===== src/rtl/demux_striping_n_if.sv =====
// demux_striping_n_if: word-stream input and per-lane output bundle for the striping demux
interface demux_striping_n_if #(
  parameter int WIDTH = 32,
  parameter int LANES = 4,
  parameter int CNT_W = 8
);
  localparam int LW = $clog2(LANES);
  logic [WIDTH-1:0]       data_in;
  logic                   valid_in;
  logic                   align;
  logic [LW:0]            num_lanes;
  logic [LANES*WIDTH-1:0] data_out;
  logic [LANES-1:0]       valid_out;
  logic [LW-1:0]          lane_ptr;
  logic                   bundle_done;
  logic [CNT_W-1:0]       bundle_cnt;
  modport master (
    output data_in, valid_in, align, num_lanes,
    input  data_out, valid_out, lane_ptr, bundle_done, bundle_cnt
  );
  modport slave (
    input  data_in, valid_in, align, num_lanes,
    output data_out, valid_out, lane_ptr, bundle_done, bundle_cnt
  );
endinterface


===== src/rtl/demux_striping_n.sv =====
// demux_striping_n: round-robin word striping across a runtime-selectable number of lanes
module demux_striping_n #(
  parameter int WIDTH = 32,
  parameter int LANES = 4,
  parameter int CNT_W = 8
) (
  input logic clk_2f,
  input logic reset_L,
  demux_striping_n_if.slave bus
);
  localparam int LW = $clog2(LANES);
  logic [LANES*WIDTH-1:0] data_q, data_d;
  logic [LANES-1:0]       valid_q, valid_d;
  logic [LW-1:0]          ptr_q, ptr_d, p;
  logic [LW:0]            act_q, a, nl;
  logic                   done_q, done_d, last;
  logic [CNT_W-1:0]       cnt_q, cnt_d;
  // lane count only takes effect at a bundle boundary or on realign
  always_comb begin
    nl = (bus.num_lanes == '0 || bus.num_lanes > (LW+1)'(LANES)) ? (LW+1)'(LANES) : bus.num_lanes;
    a = (bus.align || ptr_q == '0) ? nl : act_q;
    p = bus.align ? '0 : ptr_q;
    last = {1'b0, p} == a - (LW+1)'(1);
    data_d = data_q;
    if (bus.valid_in) data_d[p*WIDTH +: WIDTH] = bus.data_in;
    valid_d = bus.valid_in ? LANES'(1) << p : '0;
    done_d = bus.valid_in && last;
    ptr_d = !bus.valid_in ? p : last ? '0 : p + LW'(1);
    cnt_d = done_d ? cnt_q + CNT_W'(1) : cnt_q;
  end
  always_ff @(posedge clk_2f or negedge reset_L) begin
    if (!reset_L) begin
      data_q  <= '0;
      valid_q <= '0;
      ptr_q   <= '0;
      act_q   <= (LW+1)'(LANES);
      done_q  <= 1'b0;
      cnt_q   <= '0;
    end else begin
      data_q  <= data_d;
      valid_q <= valid_d;
      ptr_q   <= ptr_d;
      act_q   <= a;
      done_q  <= done_d;
      cnt_q   <= cnt_d;
    end
  end
  assign bus.data_out    = data_q;
  assign bus.valid_out   = valid_q;
  assign bus.lane_ptr    = ptr_q;
  assign bus.bundle_done = done_q;
  assign bus.bundle_cnt  = cnt_q;
endmodule


===== src/flat_wrapper.sv =====
// flat-port wrapper written by rule: the top's interface ports become plain ports
module demux_striping_n_flat 
#(
  parameter int WIDTH = 32,
  parameter int LANES = 4,
  parameter int CNT_W = 8
)
  (clk_2f, reset_L, bus_data_in, bus_valid_in, bus_align, bus_num_lanes, bus_data_out, bus_valid_out, bus_lane_ptr, bus_bundle_done, bus_bundle_cnt);
  demux_striping_n_if #(.WIDTH(WIDTH), .LANES(LANES), .CNT_W(CNT_W)) bus_i ();
  input logic clk_2f;
  input logic reset_L;
  input wire logic [$bits(bus_i.data_in)-1:0] bus_data_in;
  input wire logic [$bits(bus_i.valid_in)-1:0] bus_valid_in;
  input wire logic [$bits(bus_i.align)-1:0] bus_align;
  input wire logic [$bits(bus_i.num_lanes)-1:0] bus_num_lanes;
  output wire logic [$bits(bus_i.data_out)-1:0] bus_data_out;
  output wire logic [$bits(bus_i.valid_out)-1:0] bus_valid_out;
  output wire logic [$bits(bus_i.lane_ptr)-1:0] bus_lane_ptr;
  output wire logic [$bits(bus_i.bundle_done)-1:0] bus_bundle_done;
  output wire logic [$bits(bus_i.bundle_cnt)-1:0] bus_bundle_cnt;
  assign bus_i.data_in = bus_data_in;
  assign bus_i.valid_in = bus_valid_in;
  assign bus_i.align = bus_align;
  assign bus_i.num_lanes = bus_num_lanes;
  assign bus_data_out = bus_i.data_out;
  assign bus_valid_out = bus_i.valid_out;
  assign bus_lane_ptr = bus_i.lane_ptr;
  assign bus_bundle_done = bus_i.bundle_done;
  assign bus_bundle_cnt = bus_i.bundle_cnt;
  demux_striping_n #(.WIDTH(WIDTH), .LANES(LANES), .CNT_W(CNT_W)) u_core (.clk_2f(clk_2f), .reset_L(reset_L), .bus(bus_i));
endmodule

===== config.mk =====
export PLATFORM = sky130hd
export DESIGN_NAME = demux_striping_n_flat
export DESIGN_NICKNAME = d
export VERILOG_FILES = /design/src/rtl/demux_striping_n_if.sv /design/src/rtl/demux_striping_n.sv /design/src/flat_wrapper.sv
export SDC_FILE = /design/constraint.sdc
export NUM_CORES = 1
export LEC_CHECK = 0
export BUFFER_PORTS_ARGS = -buffer_cell sky130_fd_sc_hd__buf_2
export CORE_ASPECT_RATIO = 1.2
export CORE_MARGIN = 2
export CORE_UTILIZATION = 35
export CTS_CLUSTER_SIZE = 16
export DETAILED_ROUTE_END_ITERATION = 8
export PLACE_DENSITY_LB_ADDON = 0.08
export SYNTH_ARGS = -nofsm -noshare
export SYNTH_HDL_FRONTEND = slang
export SYNTH_SLANG_ARGS = --single-unit

===== constraint.sdc =====
create_clock -name clk_2f -period 3.9 [get_ports clk_2f]
set_clock_uncertainty 0.1 [all_clocks]
set_input_delay 0.78 -clock clk_2f [delete_from_list [all_inputs] [get_ports clk_2f]]
set_output_delay 0.78 -clock clk_2f [all_outputs]
set_load 0.1 [all_outputs]

==> impl_metrics.csv <==
group,metric,value,unit
finish,antenna_cells,0,
power,p_leak,0.00400,uW
logic_synthesis,synth_edf_count,0,
setup_path,reg2reg_setup_slack,1.10,ns
sta,hold_violations,0,
drt,viasPerCell,5.17,
sta,fin_crit_sh,0.817,
logic_synthesis,post_synth_instance_area,5410,um^2
setup_path,crit_type,"input pin to flip-flop",
power,p_per_area,691,nW/um^2
clocking,cts_made_buffers,17,
finish,layout.cell_area.non_filler,7240,um^2
global_route,first_global_vias,4408,
placed_design,place_congestion,0.727,
global_route,grt_util_all_layers,0.195,
flow_run,maxCapViolCount,0,
logic_synthesis,post_synthesis_instance_total,374,
floorplan,std_cell_rows,49,
placed_design,io_buffers,181,
floorplan,floorplan.initialDensity,0.360,
logic_synthesis,avgSynthCellArea,14.5,um^2
finish,num-nets-final,613,
clocking,cts_tree,"yes",
global_route,overflow,0,
setup_path,timing.rr.end,"u_core.bus.bundle_cnt[1]",
logic_synthesis,yosysWarningCount,0,
setup_path,worstSetupEndpoint,"u_core.bus.bundle_cnt[1]",
setup_path,reg2reg_depth,9,
clocking,post_cts_resized,0,
floorplan,die_area,16500,um^2
clocking,cts-root-buf,"sky130_fd_sc_hd__clkbuf_16",
power,switching_power,1980,uW
drt,ant_nets,0,
drt,drt-wirelength-per-cell,19.8,um
sta,max-slew-margin-rel,0.512,
setup_path,critical_path_required,4.10,ns
setup_path,crit_arrival,3.39,ns
drt,totalWireLength,15500,um
power,p_int,3020,uW
global_route,grt_start_max_net_pins,82,
floorplan,fp.coreArea,15000,um^2
finish,area_growth,33.9,%
setup_path,start_point_of_the_critical_path,"bus_num_lanes[1]",
logic_synthesis,synth_sequential_area_ratio,0.676,
floorplan,die_h,140,um
finish,utilization,0.482,
clocking,insertion_delay,0.41,ns
sta,max_slew.worst_pin.slew,0.731,ns
worst_hold_path,timing.hold.worst.class,"input pin to asynchronous set/reset pin",
power,power.clock.fraction,0.341,
setup_path,timing.critical_path.to_type,"flip-flop",
setup_path,startpoint_type,"input pin",
setup_path,rr_startpoint,"u_core.bus.lane_ptr[0]",
placed_design,detailed_placement_hpwl,10000,um
sta,timing.final.setup_violations,0,
clocking,ctsLongestPathBuffers,2,
drt,residual_drc_count,0,
logic_synthesis,synth_cell_types,33,
clocking,postCtsHoldBufs,0,
power,comb_power_share,0.309,
clocking,h_tree_level_count,4,
power,switching_power_share_of_the_total,0.397,
drt,first_iter_violations,170,
outcome,run_status,"finished, final reports clean",
setup_path,timing.critical_path.fanout_max,9,
clocking,post_cts_buffers,0,
floorplan,die_w,117,um
drt,first_pass_iters,5,
logic_synthesis,synth.ff_latch_count,146,
power,sequentialPowerShare,0.350,
sta,timing.setup.tns,0,ns
floorplan,pin_count,182,
global_route,wire_length_of_the_first_global_routing_pass,25000,um
drt,route.vias.total,4052,
global_route,initial_antenna_violation_count,0,
power,worst_ir_drop_vdd,0.000346,V
clocking,clkSinkCount,146,
logic_synthesis,postSynth.asyncResetShare,1.00,
sta,min_period,3.19,ns
logic_synthesis,synth_fp_nets,421,
placed_design,postPlaceCellArea,6620,um^2
clocking,clk_transition_reported_paths,0.06,ns
sta,max_freq,0.314,GHz
logic_synthesis,synth_ff_type,"sky130_fd_sc_hd__dfrtp_1",
sta,finalMaxSlewViolations,0,
power,total_power,5000,uW
finish,post_route_cells_drive_above_1_share,0.409,
sta,rsz0062_at_grt,"no",
-- stage by stage --
stage	hold WS (ns)	setup slack, ns	std cells
2_1_floorplan	0.357	0.660	374
3_3_place_gp	0.360	0.388	751
3_5_place_dp	0.382	0.273	751
4_1_cts	0.327	0.728	783
5_1_grt	0.336	0.494	783
6_report	0.299	0.713	783
-- layer usage --
| layer | share of wire | GRT usage |
|---|---|---|
| met4 | 0.017 | 0.0748 |
| met1 | 0.45 | 0.261 |
| met2 | 0.48 | 0.303 |
| met3 | 0.058 | 0.0562 |
| met5 | 0 | 0 |
-- power by group through the flow --
stage,Sequential (uW),Combinational (uW),Clock (uW)
2_1_floorplan,2770,236,0
3_3_place_gp,1770,1540,0
3_5_place_dp,1770,1560,0
4_1_cts,1750,1560,1740
5_1_grt,1770,1600,1830
6_report,1750,1550,1700
-- cell usage in the layout (no fill, tap or decap), types with 2 or more instances in the layout --
| cell type | count |
|---|---|
| sky130_fd_sc_hd__a22o_1 | 128 |
| sky130_fd_sc_hd__bufinv_16 | 4 |
| sky130_fd_sc_hd__buf_2 | 180 |
| sky130_fd_sc_hd__clkbuf_1 | 3 |
| sky130_fd_sc_hd__nand3_1 | 3 |
| sky130_fd_sc_hd__xnor2_1 | 7 |
| sky130_fd_sc_hd__nand2b_1 | 6 |
| sky130_fd_sc_hd__and2_1 | 5 |
| sky130_fd_sc_hd__buf_4 | 18 |
| sky130_fd_sc_hd__dfrtp_1 | 145 |
| sky130_fd_sc_hd__clkbuf_8 | 2 |
| sky130_fd_sc_hd__ha_1 | 8 |
| sky130_fd_sc_hd__clkbuf_16 | 17 |
| sky130_fd_sc_hd__nand2_1 | 9 |
| sky130_fd_sc_hd__clkinv_2 | 4 |
| sky130_fd_sc_hd__nand4_1 | 3 |
| sky130_fd_sc_hd__o21ai_0 | 5 |
| sky130_fd_sc_hd__inv_1 | 9 |
| sky130_fd_sc_hd__nor3_2 | 2 |
-- state kept, by name, indices dropped and copies added, names as in the netlist --
signal	flops
u_core.bus.valid_out	4
u_core.bus.lane_ptr	2
u_core.bus.bundle_cnt	8
u_core.bus.bundle_done	1
u_core.bus.data_out	128
u_core.act_q	3
-- worst max-delay path, stage by stage --
cell and delay [ns]:
sky130_fd_sc_hd__buf_2 0.10, sky130_fd_sc_hd__or2_2 0.28, sky130_fd_sc_hd__ha_1 0.27, sky130_fd_sc_hd__nand2b_1 0.14, sky130_fd_sc_hd__o21ai_0 0.23, sky130_fd_sc_hd__inv_1 0.07, sky130_fd_sc_hd__ha_1 0.32, sky130_fd_sc_hd__a2bb2oi_1 0.18
sky130_fd_sc_hd__a22oi_1 0.12, sky130_fd_sc_hd__a211oi_4 0.43, sky130_fd_sc_hd__nand2_2 0.15, sky130_fd_sc_hd__mux2_4 0.31
-- cell families (layout without fill, tap and decap cells) --
group                      after synthesis  in the layout  share of synthesized area
AOI/OAI and AO/OA                      141            141                      0.226
xor gates and xnor gates                 7              7                     0.0113
adders and majority gates                8              8                     0.0185
buffers and inverters                   35            240                     0.0280
DFF                                    146            146                      0.676
muxes                                    1              1                    0.00278
and+or+nand+nor                         36             36                     0.0377
-- area by class of cell --
cell class | count | area, um^2
inverters | 9 | 33.8
flip-flops and latches | 146 | 3650
clock buffers | 22 | 464
multi-input cells | 193 | 1630
clock inverters | 10 | 156
repair buffers | 199 | 1050
fillers | 1384 | 7780
well taps | 204 | 255
-- cell usage after synthesis (2+ instances only) --
cell type / number / area [um^2]
sky130_fd_sc_hd__a22o_1: 128 / 1120
sky130_fd_sc_hd__and2_1: 5 / 31.3
sky130_fd_sc_hd__buf_2: 10 / 50.1
sky130_fd_sc_hd__clkbuf_1: 15 / 56.3
sky130_fd_sc_hd__dfrtp_1: 145 / 3630
sky130_fd_sc_hd__ha_1: 8 / 100
sky130_fd_sc_hd__inv_1: 9 / 33.8
sky130_fd_sc_hd__nand2_1: 9 / 33.8
sky130_fd_sc_hd__nand2b_1: 6 / 37.5
sky130_fd_sc_hd__nand3_1: 3 / 15.0
sky130_fd_sc_hd__nand4_1: 3 / 18.8
sky130_fd_sc_hd__nor3_1: 2 / 10.0
sky130_fd_sc_hd__o21ai_0: 5 / 25.0
sky130_fd_sc_hd__xnor2_1: 7 / 61.3
-- how the worst min path moves through the flow --
stage	from	endpoint	slack [ns]	cells after the start
detailed placement	u_core.bus.bundle_cnt[3]	u_core.bus.bundle_cnt[3]	0.38	1
CTS	reset_L	u_core.bus.bundle_cnt[3]	0.33	1
floorplan	u_core.act_q[1]	u_core.act_q[1]	0.36	2
global placement	u_core.bus.bundle_cnt[7]	u_core.bus.bundle_cnt[7]	0.36	1
global route	reset_L	u_core.bus.bundle_cnt[3]	0.34	1
finish	reset_L	u_core.bus.bundle_cnt[7]	0.30	1
Power figures use the tool's default switching activity.
